## config.mk

```make
export PLATFORM = sky130hd
export DESIGN_NAME = axi_lite_imem_loader
export DESIGN_NICKNAME = d
export VERILOG_FILES = /design/src/rtl/axi_lite_imem_loader.sv
export SDC_FILE = /design/constraint.sdc
export NUM_CORES = 1
export LEC_CHECK = 0
export ABC_AREA = 1
export CELL_PAD_IN_SITES_DETAIL_PLACEMENT = 1
export CELL_PAD_IN_SITES_GLOBAL_PLACEMENT = 2
export CORE_AREA = 2 2 181 112
export CTS_BUF_LIST = sky130_fd_sc_hd__clkbuf_8 sky130_fd_sc_hd__clkbuf_16
export CTS_CLUSTER_DIAMETER = 80
export DETAILED_ROUTE_END_ITERATION = 7
export DIE_AREA = 0 0 183 114
export PLACE_DENSITY = 0.84
export RECOVER_POWER = 50
export SYNTH_ARGS = -nofsm -noshare
export SYNTH_HDL_FRONTEND = slang
export SYNTH_SLANG_ARGS = --single-unit
```

## constraint.sdc

```tcl
create_clock -name clk -period 4 [get_ports clk]
set_input_delay 0.8 -clock clk [delete_from_list [all_inputs] [get_ports clk]]
set_output_delay 0.8 -clock clk [all_outputs]
set_load 0.03 [all_outputs]
```

## src/rtl/axi_lite_imem_loader.sv

```systemverilog
// AXI4-Lite slave that loads instruction memory (strobe + B one cycle after last of AW/W); CTRL gates core_run, STATUS counts loads.
// B and R are held until bready/rready; optional IMEM_LOADER_WSTRB_CHECK_EN rejects imem writes with partial strobes.
module axi_lite_imem_loader #(
   parameter int                    ADDR_WIDTH  = 12,
   parameter int                    IMEM_AW     = 8,
   parameter logic [ADDR_WIDTH-1:0] CTRL_OFFSET = 12'h400
) (
   input  logic                  clk,
   input  logic                  reset_n,
   input  logic [ADDR_WIDTH-1:0] s_awaddr,
   input  logic                  s_awvalid,
   output logic                  s_awready,
   input  logic [31:0]           s_wdata,
   input  logic [3:0]            s_wstrb,
   input  logic                  s_wvalid,
   output logic                  s_wready,
   output logic [1:0]            s_bresp,
   output logic                  s_bvalid,
   input  logic                  s_bready,
   input  logic [ADDR_WIDTH-1:0] s_araddr,
   input  logic                  s_arvalid,
   output logic                  s_arready,
   output logic [31:0]           s_rdata,
   output logic [1:0]            s_rresp,
   output logic                  s_rvalid,
   input  logic                  s_rready,
   output logic                  instruction_write,
   output logic [31:0]           instruction_data,
   output logic [IMEM_AW-1:0]    instruction_addr,
   output logic                  core_run
);
   typedef enum logic {WS_IDLE, WS_RESP} ws_t;
   typedef enum logic {RS_IDLE, RS_RESP} rs_t;

   localparam int              WA          = ADDR_WIDTH - 2;
   localparam logic [1:0]      RESP_OKAY   = 2'b00;
   localparam logic [1:0]      RESP_SLVERR = 2'b10;
   localparam logic [WA-1:0]   CTRL_W      = CTRL_OFFSET[ADDR_WIDTH-1:2];
   localparam logic [WA-1:0]   STAT_W      = CTRL_W + WA'(1);

   ws_t            r_ws;
   rs_t            r_rs;
   logic           r_aw_held;
   logic           r_w_held;
   logic [WA-1:0]  r_awaddr;
   logic [31:0]    r_wdata;
   logic [3:0]     r_wstrb;
   logic [15:0]    r_count;

   logic           w_aw_hs;
   logic           w_w_hs;
   logic           w_aw_ok;
   logic           w_w_ok;
   logic [WA-1:0]  w_waddr;
   logic [31:0]    w_wdat;
   logic [3:0]     w_wstb;
   logic           w_wr_imem;
   logic           w_wr_ctrl;
   logic           w_strb_ok;
   logic [WA-1:0]  w_raddr;
   logic           w_unused;

   assign s_awready = !r_aw_held && (r_ws == WS_IDLE);
   assign s_wready  = !r_w_held  && (r_ws == WS_IDLE);
   assign s_arready = (r_rs == RS_IDLE);

   assign w_aw_hs   = s_awvalid && s_awready;
   assign w_w_hs    = s_wvalid  && s_wready;
   assign w_aw_ok   = r_aw_held || w_aw_hs;
   assign w_w_ok    = r_w_held  || w_w_hs;

   // Address/data come from the latch if already accepted, else straight off the bus this cycle
   assign w_waddr   = r_aw_held ? r_awaddr : s_awaddr[ADDR_WIDTH-1:2];
   assign w_wdat    = r_w_held  ? r_wdata  : s_wdata;
   assign w_wstb    = r_w_held  ? r_wstrb  : s_wstrb;
   assign w_wr_imem = (w_waddr[WA-1:IMEM_AW] == '0);
   assign w_wr_ctrl = (w_waddr == CTRL_W);
   assign w_raddr   = s_araddr[ADDR_WIDTH-1:2];

`ifdef IMEM_LOADER_WSTRB_CHECK_EN
   assign w_strb_ok = (w_wstb == 4'hF);
   assign w_unused  = ^{s_awaddr[1:0], s_araddr[1:0]};
`else
   assign w_strb_ok = 1'b1;
   assign w_unused  = ^{s_awaddr[1:0], s_araddr[1:0], w_wstb};
`endif

   always_ff @(posedge clk or negedge reset_n) begin
      if (!reset_n) begin
         r_ws              <= WS_IDLE;
         r_aw_held         <= 1'b0;
         r_w_held          <= 1'b0;
         r_awaddr          <= '0;
         r_wdata           <= '0;
         r_wstrb           <= '0;
         r_count           <= '0;
         s_bvalid          <= 1'b0;
         s_bresp           <= RESP_OKAY;
         instruction_write <= 1'b0;
         instruction_data  <= '0;
         instruction_addr  <= '0;
         core_run          <= 1'b0;
      end else begin
         instruction_write <= 1'b0;
         case (r_ws)
            WS_IDLE: begin
               if (w_aw_ok && w_w_ok) begin
                  r_ws      <= WS_RESP;
                  s_bvalid  <= 1'b1;
                  r_aw_held <= 1'b0;
                  r_w_held  <= 1'b0;
                  if (w_wr_imem) begin
                     if (!core_run && w_strb_ok) begin
                        instruction_write <= 1'b1;
                        instruction_data  <= w_wdat;
                        instruction_addr  <= w_waddr[IMEM_AW-1:0];
                        r_count           <= r_count + 16'd1;
                        s_bresp           <= RESP_OKAY;
                     end else begin
                        s_bresp <= RESP_SLVERR;
                     end
                  end else if (w_wr_ctrl) begin
                     core_run <= w_wdat[0];
                     if (w_wdat[1]) r_count <= '0;
                     s_bresp  <= RESP_OKAY;
                  end else begin
                     s_bresp <= RESP_SLVERR;
                  end
               end else begin
                  if (w_aw_hs) begin
                     r_aw_held <= 1'b1;
                     r_awaddr  <= s_awaddr[ADDR_WIDTH-1:2];
                  end
                  if (w_w_hs) begin
                     r_w_held <= 1'b1;
                     r_wdata  <= s_wdata;
                     r_wstrb  <= s_wstrb;
                  end
               end
            end
            WS_RESP: begin
               if (s_bready) begin
                  s_bvalid <= 1'b0;
                  r_ws     <= WS_IDLE;
               end
            end
            default: r_ws <= WS_IDLE;
         endcase
      end
   end

   always_ff @(posedge clk or negedge reset_n) begin
      if (!reset_n) begin
         r_rs     <= RS_IDLE;
         s_rvalid <= 1'b0;
         s_rdata  <= '0;
         s_rresp  <= RESP_OKAY;
      end else begin
         case (r_rs)
            RS_IDLE: begin
               if (s_arvalid) begin
                  r_rs     <= RS_RESP;
                  s_rvalid <= 1'b1;
                  if (w_raddr == CTRL_W) begin
                     s_rdata <= {31'b0, core_run};
                     s_rresp <= RESP_OKAY;
                  end else if (w_raddr == STAT_W) begin
                     s_rdata <= {16'b0, r_count};
                     s_rresp <= RESP_OKAY;
                  end else begin
                     s_rdata <= '0;
                     s_rresp <= RESP_SLVERR;
                  end
               end
            end
            RS_RESP: begin
               if (s_rready) begin
                  s_rvalid <= 1'b0;
                  r_rs     <= RS_IDLE;
               end
            end
            default: r_rs <= RS_IDLE;
         endcase
      end
   end
endmodule

```

==> key figures <==
STA
  – Slew Viols, Final: 0
  – Max Fclk: 0.349 GHz
  – Worst-Margin Slew: 1070 ps
  – Final setup fails: 0
  – RSZ-0062 raised after global routing: no
  – Setup_tns: 0 ps
  – Worst hold slack: 445 ps
  – Worst relative slew slack: 0.283
  – Fin. Hold Viols: 0
  – Final period utilization: 0.717
  – Crit path time final: 2870 ps
  – Layout Skew: 5.71 ps

Routing
  – First-pass DRT Iterations: 4
  – Initial DRC count: 239
  – Post-route ant nets: 0
  – Total wire length: 15.4 mm
  – Total vias in the final route: 4812
  – Vias/cell: 4.41
  – DRC viols: 0
  – DR WL/cell: 14.1 um

Clocking
  – Clk slew on worst S/H paths: 50 ps
  – Root Buffer: clkbuf_16
  – Clock Tree Buf Depth: 2
  – Post-CTS Setup Repair Bufs: 0
  – CTS resizes: 0
  – Worst-Skew Late Latency: 410 ps
  – CTS tree: yes
  – Sink Count: 124
  – Num CTS Buffers: 17
  – Hold_buf cts: 0
  – Depth of the CTS H-tree: 4

Logic synthesis
  – Seq/Total Area, Yosys: 0.545
  – Post-synthesis compound-gate area fraction: 0.119
  – Adder-cell share of the synthesized area: 0.00220
  – XOR/XNOR Fraction of Synth Area: 0.00308
  – Avg Cell Area, Syn: 8.04 um2
  – Warnings, synthesis: 0
  – Post-synthesis mux area share: 0
  – Synth top area cells: dfrtp_1 54%, nand2_1 16%, o21ai_0 7.6%, inv_1 4.9%, nand3_1 3.3%
  – Yosys top cell by area: dfrtp_1
  – FF+latch count, synth: 124
  – Largest family of logic cells by synthesized area: simple AND/OR/NAND/NOR gates
  – Top cell type's share of synthesized area: 0.545
  – Synthesized cell area: 5700 um2
  – Post-Syn Instances: 708
  – Post-Synth Simple-Gate Area: 0.230
  – Yosys cell types: 32

Power
  – Leakage power: 3.81 nW
  – VDD IR-drop max: 305 uV
  – PD cells: 596 nW/um2

Global routing
  – Global routing usage on met3: 0.0568
  – Busiest layer in global routing: met2
  – Vias in the first global route: 4998
  – Total track usage: 0.158
  – Largest net degree at the start of global routing: 125
  – First-pass GRT wire length: 25.8 mm
  – Met1 usage: 0.224
  – Met2 usage in global routing: 0.225
  – Antenna violations before repair: 2
  – Gr ovfl total: 0

Worst setup path
  – CP max stage delay: 710 ps
  – Critical path arrival: 3200 ps
  – CP Capture Type: flop
  – Critical path's slowest cell: inv_2
  – Beginning of the critical path: s_wvalid
  – Setup Crit Path Kind: input port to flop
  – CP Launch Type: input port
  – R2R Path Start: r_aw_held
  – Delay-heaviest family, CP: buffers and inverters
  – Crit path cell chain: dlygate4sd3_1 -> o211ai_1 -> nor2_2 -> inv_2 -> buf_4 -> nand2_1 -> o21ai_1
  – Required @ worst endpoint: 4330 ps
  – CP max FO: 56
  – Worst path bufs/invs: 3

Floorplanning
  – Die extent in x: 183 um
  – Row cnt: 40
  – I/O Pins: 150
  – Die Y-Extent: 114 um
  – Core box area: 19400 um2
  – Die footprint: 20900 um2
  – Initial Utilization: 0.293

Final layout
  – Fillers: 2304
  – Fraction of layout instances using a drive strength above 1: 0.0502
  – Nets@finish: 892
  – Finished layout cell area: 7730 um2
  – Area growth, synth to finish: 35.7%
  – Final Non-Filler Cells: 1090
  – Final core occ: 0.398

Placement
  – Placed insts: 1057
  – RePlAce Congestion: 0.777
  – DP HPWL: 10.5 mm
  – Placed cell area: 7090 um2
  – IO buf count: 123

Min path
  – Hold/Removal Path Class: flop to flop
  – Hold_sp: r_rs

Job
  – # Max-Cap Violations: 0

Status
  – Status: completed
[area by class of cell]
class | instances | area [um2] | share of cell area
Sequential cell | 124 | 3100 | 0.401
Multi-Input combinational cell | 474 | 2080 | 0.269
Timing Repair Buffer | 129 | 1270 | 0.165
Clock buffer | 20 | 467 | 0.0604
Tap cell | 252 | 315 | 0.0408
Inverter | 78 | 293 | 0.0379
Clock inverter | 12 | 194 | 0.0251
Antenna cell | 1 | 2.50 | 0.000324
[Yosys cell counts, drive strengths merged]
cell type	instances
o211ai	3
nor4	1
ha	1
clkinv	2
nand4	5
or2	4
o31ai	1
o21ai	119
xnor2	1
o21bai	3
a21oi	4
conb	1
buf	29
clkbuf	20
nand2	251
xor2	1
nor3	1
dfrtp	124
inv	76
nor2	22
nor3b	2
nand3	37
[power breakdown]
part           leakage, nW  switching (mW)  internal (mW)
clock                0.321           0.580           1.15
combinational         1.84           0.742          0.424
sequential            1.65           0.175           1.54
[metal layers]
layer / share of wire / wire, um
met1: 0.52 / 8020
met2: 0.40 / 6130
met3: 0.070 / 1080
met4: 0.011 / 163
met5: 0.0010 / 16
[logic make-up after synthesis]
group / count (synthesis)
AOI/OAI and AO/OA: 130
xor gates and xnor gates: 2
adders and majority gates: 1
buffers and inverters: 127
DFF: 124
other: 1
and+or+nand+nor: 323
[sequential cells by signal, indices dropped and copies added (netlist names), 8 cells and up]
name and count:
instruction_data 32, s_rdata 16, r_wdata 32, r_awaddr 10, instruction_addr 8, r_count 16
[worst paths after layout]
check,slack [ps],depth (start not counted),endpoint
hold reg to reg,450,1,s_rvalid
max in group asynchronous,2910,2,instruction_data[21]
setup / recovery,1130,7,instruction_addr[0]
setup reg to reg,1180,8,instruction_addr[0]
hold / removal,450,1,s_rvalid
min in group asynchronous,510,2,r_awaddr[2]
[through the flow]
step                      power (mW)  setup WS (ps)
after floorplan                 2.47           2110
after global placement          2.89            957
after detailed placement        2.93            920
after CTS                       4.69           1230
after global routing            4.93            807
final                           4.61           1130
[layout by cell type (no fill, tap or decap), types with 2 or more instances in the layout]
cell type | Yosys | layout
nor3b_1 | 2 | 2
inv_1 | 74 | 77
o211ai_1 | 2 | 3
a21oi_1 | 3 | 3
clkbuf_8 | 0 | 3
clkbuf_16 | 0 | 17
clkbuf_1 | 20 | 3
o21ai_0 | 86 | 87
clkdlybuf4s50_1 | 0 | 119
clkinv_1 | 2 | 2
nand4_1 | 5 | 5
o21ai_1 | 33 | 32
or2_2 | 3 | 3
clkinvlp_4 | 0 | 3
dlygate4sd3_1 | 0 | 3
nor2_1 | 21 | 21
buf_4 | 18 | 3
nand3_1 | 37 | 37
conb_1 | 1 | 18
o21bai_1 | 3 | 3
nand2_1 | 250 | 250
dfrtp_1 | 124 | 124
bufinv_16 | 0 | 5
No activity file was read; power rests on OpenSTA's default activity.
